--- config.mk ---
export PLATFORM = sky130hd
export DESIGN_NAME = id_ex_stage_register
export DESIGN_NICKNAME = d
export VERILOG_FILES = /design/src/rtl/id_ex_stage_register.sv
export SDC_FILE = /design/constraint.sdc
export NUM_CORES = 1
export LEC_CHECK = 0
export ABC_CLOCK_PERIOD_IN_PS = 2000
export CORE_AREA = 2 2 236 238
export DETAILED_ROUTE_END_ITERATION = 12
export DIE_AREA = 0 0 238 240
export PLACE_DENSITY = 0.48
export SKIP_CTS_REPAIR_TIMING = 1
export SYNTH_ARGS = -nofsm -noshare
export SYNTH_HDL_FRONTEND = slang
export SYNTH_SLANG_ARGS = --single-unit
--- constraint.sdc ---
create_clock -name clk -period 2 [get_ports clk]
set_input_delay 0.4 -clock clk [delete_from_list [all_inputs] [get_ports clk]]
set_output_delay 0.4 -clock clk [all_outputs]
set_load 0.005 [all_outputs]
--- src/rtl/id_ex_stage_register.sv ---
// ID/EX pipeline register with load-use hazard detection, flush squash and a
// saturating count of inserted stall bubbles.
// Latency: ex_* outputs are valid one cycle after the id_* inputs; pc_write and
// if_id_write respond combinationally in the same cycle as the hazard.
// Backpressure: on a load-use hazard, PC and IF/ID are held for one cycle and a
// bubble (all controls zero) enters EX. A flush overrides the stall.
// Ports: id_* are decode-stage controls and operands in; ex_* are their registered
// copies out; flush squashes the decode instruction; stall_count counts bubbles.
module id_ex_stage_register #(
  parameter int DATA_WIDTH = 64,
  parameter int CNT_WIDTH  = 32
) (
  input  logic                  clk,
  input  logic                  reset,
  input  logic                  flush,
  input  logic                  id_Branch,
  input  logic                  id_MemRead,
  input  logic                  id_MemtoReg,
  input  logic                  id_MemWrite,
  input  logic                  id_ALUSrc,
  input  logic                  id_RegWrite,
  input  logic [1:0]            id_ALUOp,
  input  logic [DATA_WIDTH-1:0] id_pc,
  input  logic [DATA_WIDTH-1:0] id_rs1_data,
  input  logic [DATA_WIDTH-1:0] id_rs2_data,
  input  logic [DATA_WIDTH-1:0] id_imm,
  input  logic [4:0]            id_rs1,
  input  logic [4:0]            id_rs2,
  input  logic [4:0]            id_rd,
  input  logic [3:0]            id_funct4,
  output logic                  ex_Branch,
  output logic                  ex_MemRead,
  output logic                  ex_MemtoReg,
  output logic                  ex_MemWrite,
  output logic                  ex_ALUSrc,
  output logic                  ex_RegWrite,
  output logic [1:0]            ex_ALUOp,
  output logic [DATA_WIDTH-1:0] ex_pc,
  output logic [DATA_WIDTH-1:0] ex_rs1_data,
  output logic [DATA_WIDTH-1:0] ex_rs2_data,
  output logic [DATA_WIDTH-1:0] ex_imm,
  output logic [4:0]            ex_rs1,
  output logic [4:0]            ex_rs2,
  output logic [4:0]            ex_rd,
  output logic [3:0]            ex_funct4,
  output logic                  pc_write,
  output logic                  if_id_write,
  output logic [CNT_WIDTH-1:0]  stall_count
);

  localparam logic [CNT_WIDTH-1:0] CNT_MAX = {CNT_WIDTH{1'b1}};
  localparam logic [CNT_WIDTH-1:0] CNT_ONE = {{(CNT_WIDTH-1){1'b0}}, 1'b1};

  logic                  branch_q,   branch_d;
  logic                  memread_q,  memread_d;
  logic                  memtoreg_q, memtoreg_d;
  logic                  memwrite_q, memwrite_d;
  logic                  alusrc_q,   alusrc_d;
  logic                  regwrite_q, regwrite_d;
  logic [1:0]            aluop_q,    aluop_d;
  logic [DATA_WIDTH-1:0] pc_q,       pc_d;
  logic [DATA_WIDTH-1:0] rs1_data_q, rs1_data_d;
  logic [DATA_WIDTH-1:0] rs2_data_q, rs2_data_d;
  logic [DATA_WIDTH-1:0] imm_q,      imm_d;
  logic [4:0]            rs1_q,      rs1_d;
  logic [4:0]            rs2_q,      rs2_d;
  logic [4:0]            rd_q,       rd_d;
  logic [3:0]            funct4_q,   funct4_d;
  logic [CNT_WIDTH-1:0]  stall_q,    stall_d;

  logic hazard;
  logic squash;

  // Both sources are compared regardless of opcode (conservative for I-type).
  // Flush masks the hazard so a squashed instruction never stalls the front end.
  assign hazard = memread_q & (rd_q != 5'd0) &
                  ((rd_q == id_rs1) | (rd_q == id_rs2)) & ~flush;
  assign squash = flush | hazard;

  assign pc_write    = ~hazard;
  assign if_id_write = ~hazard;

  always_comb begin
    branch_d   = id_Branch   & ~squash;
    memread_d  = id_MemRead  & ~squash;
    // Control unit leaves MemtoReg undefined when nothing is written back;
    // gating with RegWrite keeps that X out of the pipeline.
    memtoreg_d = id_MemtoReg & id_RegWrite & ~squash;
    memwrite_d = id_MemWrite & ~squash;
    alusrc_d   = id_ALUSrc   & ~squash;
    regwrite_d = id_RegWrite & ~squash;
    aluop_d    = squash ? 2'b00 : id_ALUOp;
    // Data and index fields always load; only the controls form the bubble.
    pc_d       = id_pc;
    rs1_data_d = id_rs1_data;
    rs2_data_d = id_rs2_data;
    imm_d      = id_imm;
    rs1_d      = id_rs1;
    rs2_d      = id_rs2;
    rd_d       = id_rd;
    funct4_d   = id_funct4;
    stall_d    = stall_q;
    if (hazard && (stall_q != CNT_MAX)) begin
      stall_d = stall_q + CNT_ONE;
    end
  end

  always_ff @(posedge clk) begin
    if (reset) begin
      branch_q   <= 1'b0;
      memread_q  <= 1'b0;
      memtoreg_q <= 1'b0;
      memwrite_q <= 1'b0;
      alusrc_q   <= 1'b0;
      regwrite_q <= 1'b0;
      aluop_q    <= '0;
      pc_q       <= '0;
      rs1_data_q <= '0;
      rs2_data_q <= '0;
      imm_q      <= '0;
      rs1_q      <= '0;
      rs2_q      <= '0;
      rd_q       <= '0;
      funct4_q   <= '0;
      stall_q    <= '0;
    end else begin
      branch_q   <= branch_d;
      memread_q  <= memread_d;
      memtoreg_q <= memtoreg_d;
      memwrite_q <= memwrite_d;
      alusrc_q   <= alusrc_d;
      regwrite_q <= regwrite_d;
      aluop_q    <= aluop_d;
      pc_q       <= pc_d;
      rs1_data_q <= rs1_data_d;
      rs2_data_q <= rs2_data_d;
      imm_q      <= imm_d;
      rs1_q      <= rs1_d;
      rs2_q      <= rs2_d;
      rd_q       <= rd_d;
      funct4_q   <= funct4_d;
      stall_q    <= stall_d;
    end
  end

  assign ex_Branch   = branch_q;
  assign ex_MemRead  = memread_q;
  assign ex_MemtoReg = memtoreg_q;
  assign ex_MemWrite = memwrite_q;
  assign ex_ALUSrc   = alusrc_q;
  assign ex_RegWrite = regwrite_q;
  assign ex_ALUOp    = aluop_q;
  assign ex_pc       = pc_q;
  assign ex_rs1_data = rs1_data_q;
  assign ex_rs2_data = rs2_data_q;
  assign ex_imm      = imm_q;
  assign ex_rs1      = rs1_q;
  assign ex_rs2      = rs2_q;
  assign ex_rd       = rd_q;
  assign ex_funct4   = funct4_q;
  assign stall_count = stall_q;

endmodule

==> reports/metrics.yaml <==
netlist_instances: 815
worst-r2r-cell-count: 11
worst-path-buf-inv: 2
core_area_mm2: 0.0547
finalMaxSlewViolations: 0
fp-row-count: 86
grt_setup_unrepaired: "yes"
filler_cells: 5533
finalHoldViolations: 0
utilization_pct: 33.4
worstSkewPairLatency_ns: 0.54
timing_worst_slew_pin_value_ns: 0.826
criticalPathCategory: "flip-flop to primary output"
p_per_area_mw_per_mm2: 848
post-layout-total-power_w: 0.0155
setup_tns_ns: -4.80
hold_ws_ns: 0.321
insertedDiodeCount: 0
skew_ns: 0.0105
overflow: 0
yosys.area.top_type: "dfxtp_1"
drc: 0
yosys_warnings: 0
grt_use_total_pct: 11.9
avgViaCountPerCell: 3.63
htreeDepth: 2
static-leakage-power_nw: 7.03
die_y_um: 240
post_synth_instance_area_mm2: 0.00935
maxSlewHeadroom_pct: 44.5
timing.final.crit_share_pct: 115
sum_of_net_half_perimeters_after_detailed_placement_um: 27700
first_global_vias: 8417
reg2reg_from: "ex_rd[2]$_SDFF_PP0_"
die_area_mm2: 0.0571
synth_area_leaders: "dfxtp_1, nor2b_1, clkbuf_1"
reg2reg_setup_slack_ns: -0.28
clock_sinks: 315
gp_congestion: 0.773
synth_top_cell_area_share_pct: 67.5
syn-mean-instance-area_um2: 11.5
place.port_buffers: 602
detail-route-antenna-nets: 0
tritoncts_buffers: 38
violations_in_the_final_reports: "setup timing"
clockBufferDepth: 3
path_delay_family: "simple AND/OR/NAND/NOR gates"
run_status: "finished with violations"
reg2reg_to: "stall_count[22]$_SDFFE_PP0P_"
worst_ep_arrival_time_ns: 1.89
endpoint_kind: "primary output"
ys_seq_elements: 315
clock_tree_from_tritoncts: "yes"
flow.area_growth_from_synthesis_pct: 95.5
largest_stage_delay_worst_path_ns: 0.52
required_ns: 1.60
grt_max_degree: 152
drt_iter0_drc: 265
vdd_drop_max_mv: 0.553
cp_cell_sequence: "or4_1 -> o21ai_1 -> buf_4 -> nor2_4 -> nand2_4 -> clkbuf_2"
grt_pass1_wl_um: 50800
final_layout_size_suffix_gt1_share_pct: 13.1
initial_core_util_pct: 17.1
clockRootBuffer: "clkbuf_16"
min_to: "stall_count[11]$_SDFFE_PP0P_"
final_nets: 1771
synth.lib_cells_used.distinct: 43
worstHoldPathType: "input pin to flip-flop"
postSynthNetCount: 1102
clkTransAtPathRegs_ns: 0.06
antenna_found_initial: 5
crit_slowest_cell: "or4_1"
crit_path_launch_type: "flip-flop"
fmax_achieved_mhz: 436
hp-start: "reset"
timing.critical_path.fanout_max: 3
postLayoutCellArea_mm2: 0.0183
io_pins: 603
period_minus_slack_ns: 2.29
post-route-worst-setup-slack_ns: -0.294
ys_seq_area_share_pct: 67.5
max_cap_violations: 0
detailedRoute.firstPassIterationCount: 4
detail_route.wl_per_cell_um: 16.2
vias: 8054
setup_viol: 37
worst_hold_path.num_cells: 3
dpl-instance-area_mm2: 0.0166
die_width_um: 238
wl_um: 36000
==> cell usage after synthesis, drive strengths merged <==
master,number
dfxtp,315
nor2b,278
clkbuf,36
a21oi,24
or3,15
nor2,14
o21ai,14
nand2,13
nand3,13
nand4,12
xnor2,10
or4,9
and2,8
o31ai,8
nor3,6
buf,5
inv,5
and3,3
mux2,3
nor4,3
or2,3
xor2,3
nand3b,2
a21o,1
a31o,1
a31oi,1
and4,1
ha,1
mux2i,1
nand2b,1
o21ba,1
o22a,1
o22ai,1
o311a,1
o31a,1
or4b,1
==> final cells by class <==
| cell class | count | area (um^2) | share of cell area [%] |
|---|---|---|---|
| Sequential cell | 315 | 6330 | 34.6 |
| Multi-Input combinational cell | 454 | 3080 | 16.9 |
| Clock inverter | 17 | 220 | 1.21 |
| Inverter | 5 | 18.8 | 0.103 |
| Timing Repair Buffer | 670 | 6650 | 36.4 |
| Clock buffer | 51 | 1090 | 5.97 |
| Tap cell | 704 | 881 | 4.82 |
==> logic make-up (layout without fill, tap and decap cells) <==
| kind of cell | count (synthesis) | count (layout) | share of synthesized area [%] |
|---|---|---|---|
| flip-flops | 315 | 315 | 67.5 |
| multiplexers | 4 | 4 | 0.469 |
| XOR/XNOR | 13 | 13 | 1.22 |
| adder cells (fa/ha/maj) | 1 | 1 | 0.134 |
| buffers and inverters | 46 | 743 | 2.06 |
| AND/OR/NAND/NOR | 382 | 382 | 25.2 |
| AO/OA/AOI/OAI | 54 | 54 | 3.40 |
==> how the worst max path moves through the flow <==
| stage | start | end | depth (start not counted) |
|---|---|---|---|
| after global placement | id_rs2[4] | stall_count[30]$_SDFFE_PP0P_ | 8 |
| after floorplan | stall_count[0]$_SDFFE_PP0P_ | stall_count[21]$_SDFFE_PP0P_ | 8 |
| after global routing | ex_rd[2]$_SDFF_PP0_ | pc_write | 6 |
| final | ex_rd[1]$_SDFF_PP0_ | pc_write | 6 |
| after CTS | ex_rd[2]$_SDFF_PP0_ | pc_write | 6 |
| after detailed placement | id_rs2[4] | stall_count[30]$_SDFFE_PP0P_ | 8 |
==> worst min-delay path, cell delays in order <==
cell	delay, ns
buf_8	0.10
buf_12	0.26
a21oi_2	0.04
==> stage by stage <==
step                      std cells  worst slack (ns)
after floorplan                 815            0.0275
after global placement         2137            -0.581
after detailed placement       2137            -0.654
after CTS                      2205            -0.884
after global routing           2216            -0.401
final                          2216            -0.294
==> flip-flops by register name, indices dropped and copies added, names as in the netlist, 2 cells and up <==
| name | cells |
|---|---|
| ex_ALUOp | 2 |
| ex_funct4 | 4 |
| ex_imm | 64 |
| ex_pc | 64 |
| ex_rd | 5 |
| ex_rs1 | 5 |
| ex_rs1_data | 64 |
| ex_rs2 | 5 |
| ex_rs2_data | 64 |
| stall_count | 32 |
==> power by group <==
part / switching [W] / leakage (nW) / internal [W]
logic: 0.000484 / 3.77 / 0.00116
registers: 0.0000838 / 2.62 / 0.00658
clock network: 0.00281 / 0.643 / 0.00437
total: 0.00338 / 7.03 / 0.0121
==> placed cells by master, fill, tap and decap left out, drive strengths merged, types with 9 or more instances in the layout <==
| cell type | instances |
|---|---|
| a21oi | 24 |
| nor2 | 14 |
| o21ai | 14 |
| clkinv | 10 |
| or3 | 15 |
| buf | 69 |
| nand3 | 13 |
| nand4 | 12 |
| dfxtp | 315 |
| or4 | 9 |
| dlymetal6s2s | 10 |
| clkdlybuf4s50 | 589 |
| clkbuf | 53 |
| nand2 | 13 |
| xnor2 | 10 |
| nor2b | 278 |
==> metal layers <==
layer  routed length [um]  vias up  GRT usage, %
met5                   23        -             0
met1                13100     3680          12.2
met3                 3680       70          5.48
met2                18200      349          21.2
met4                  975        4          4.11
li1                     -     3951             -
No activity file was read; power rests on OpenSTA's default activity.
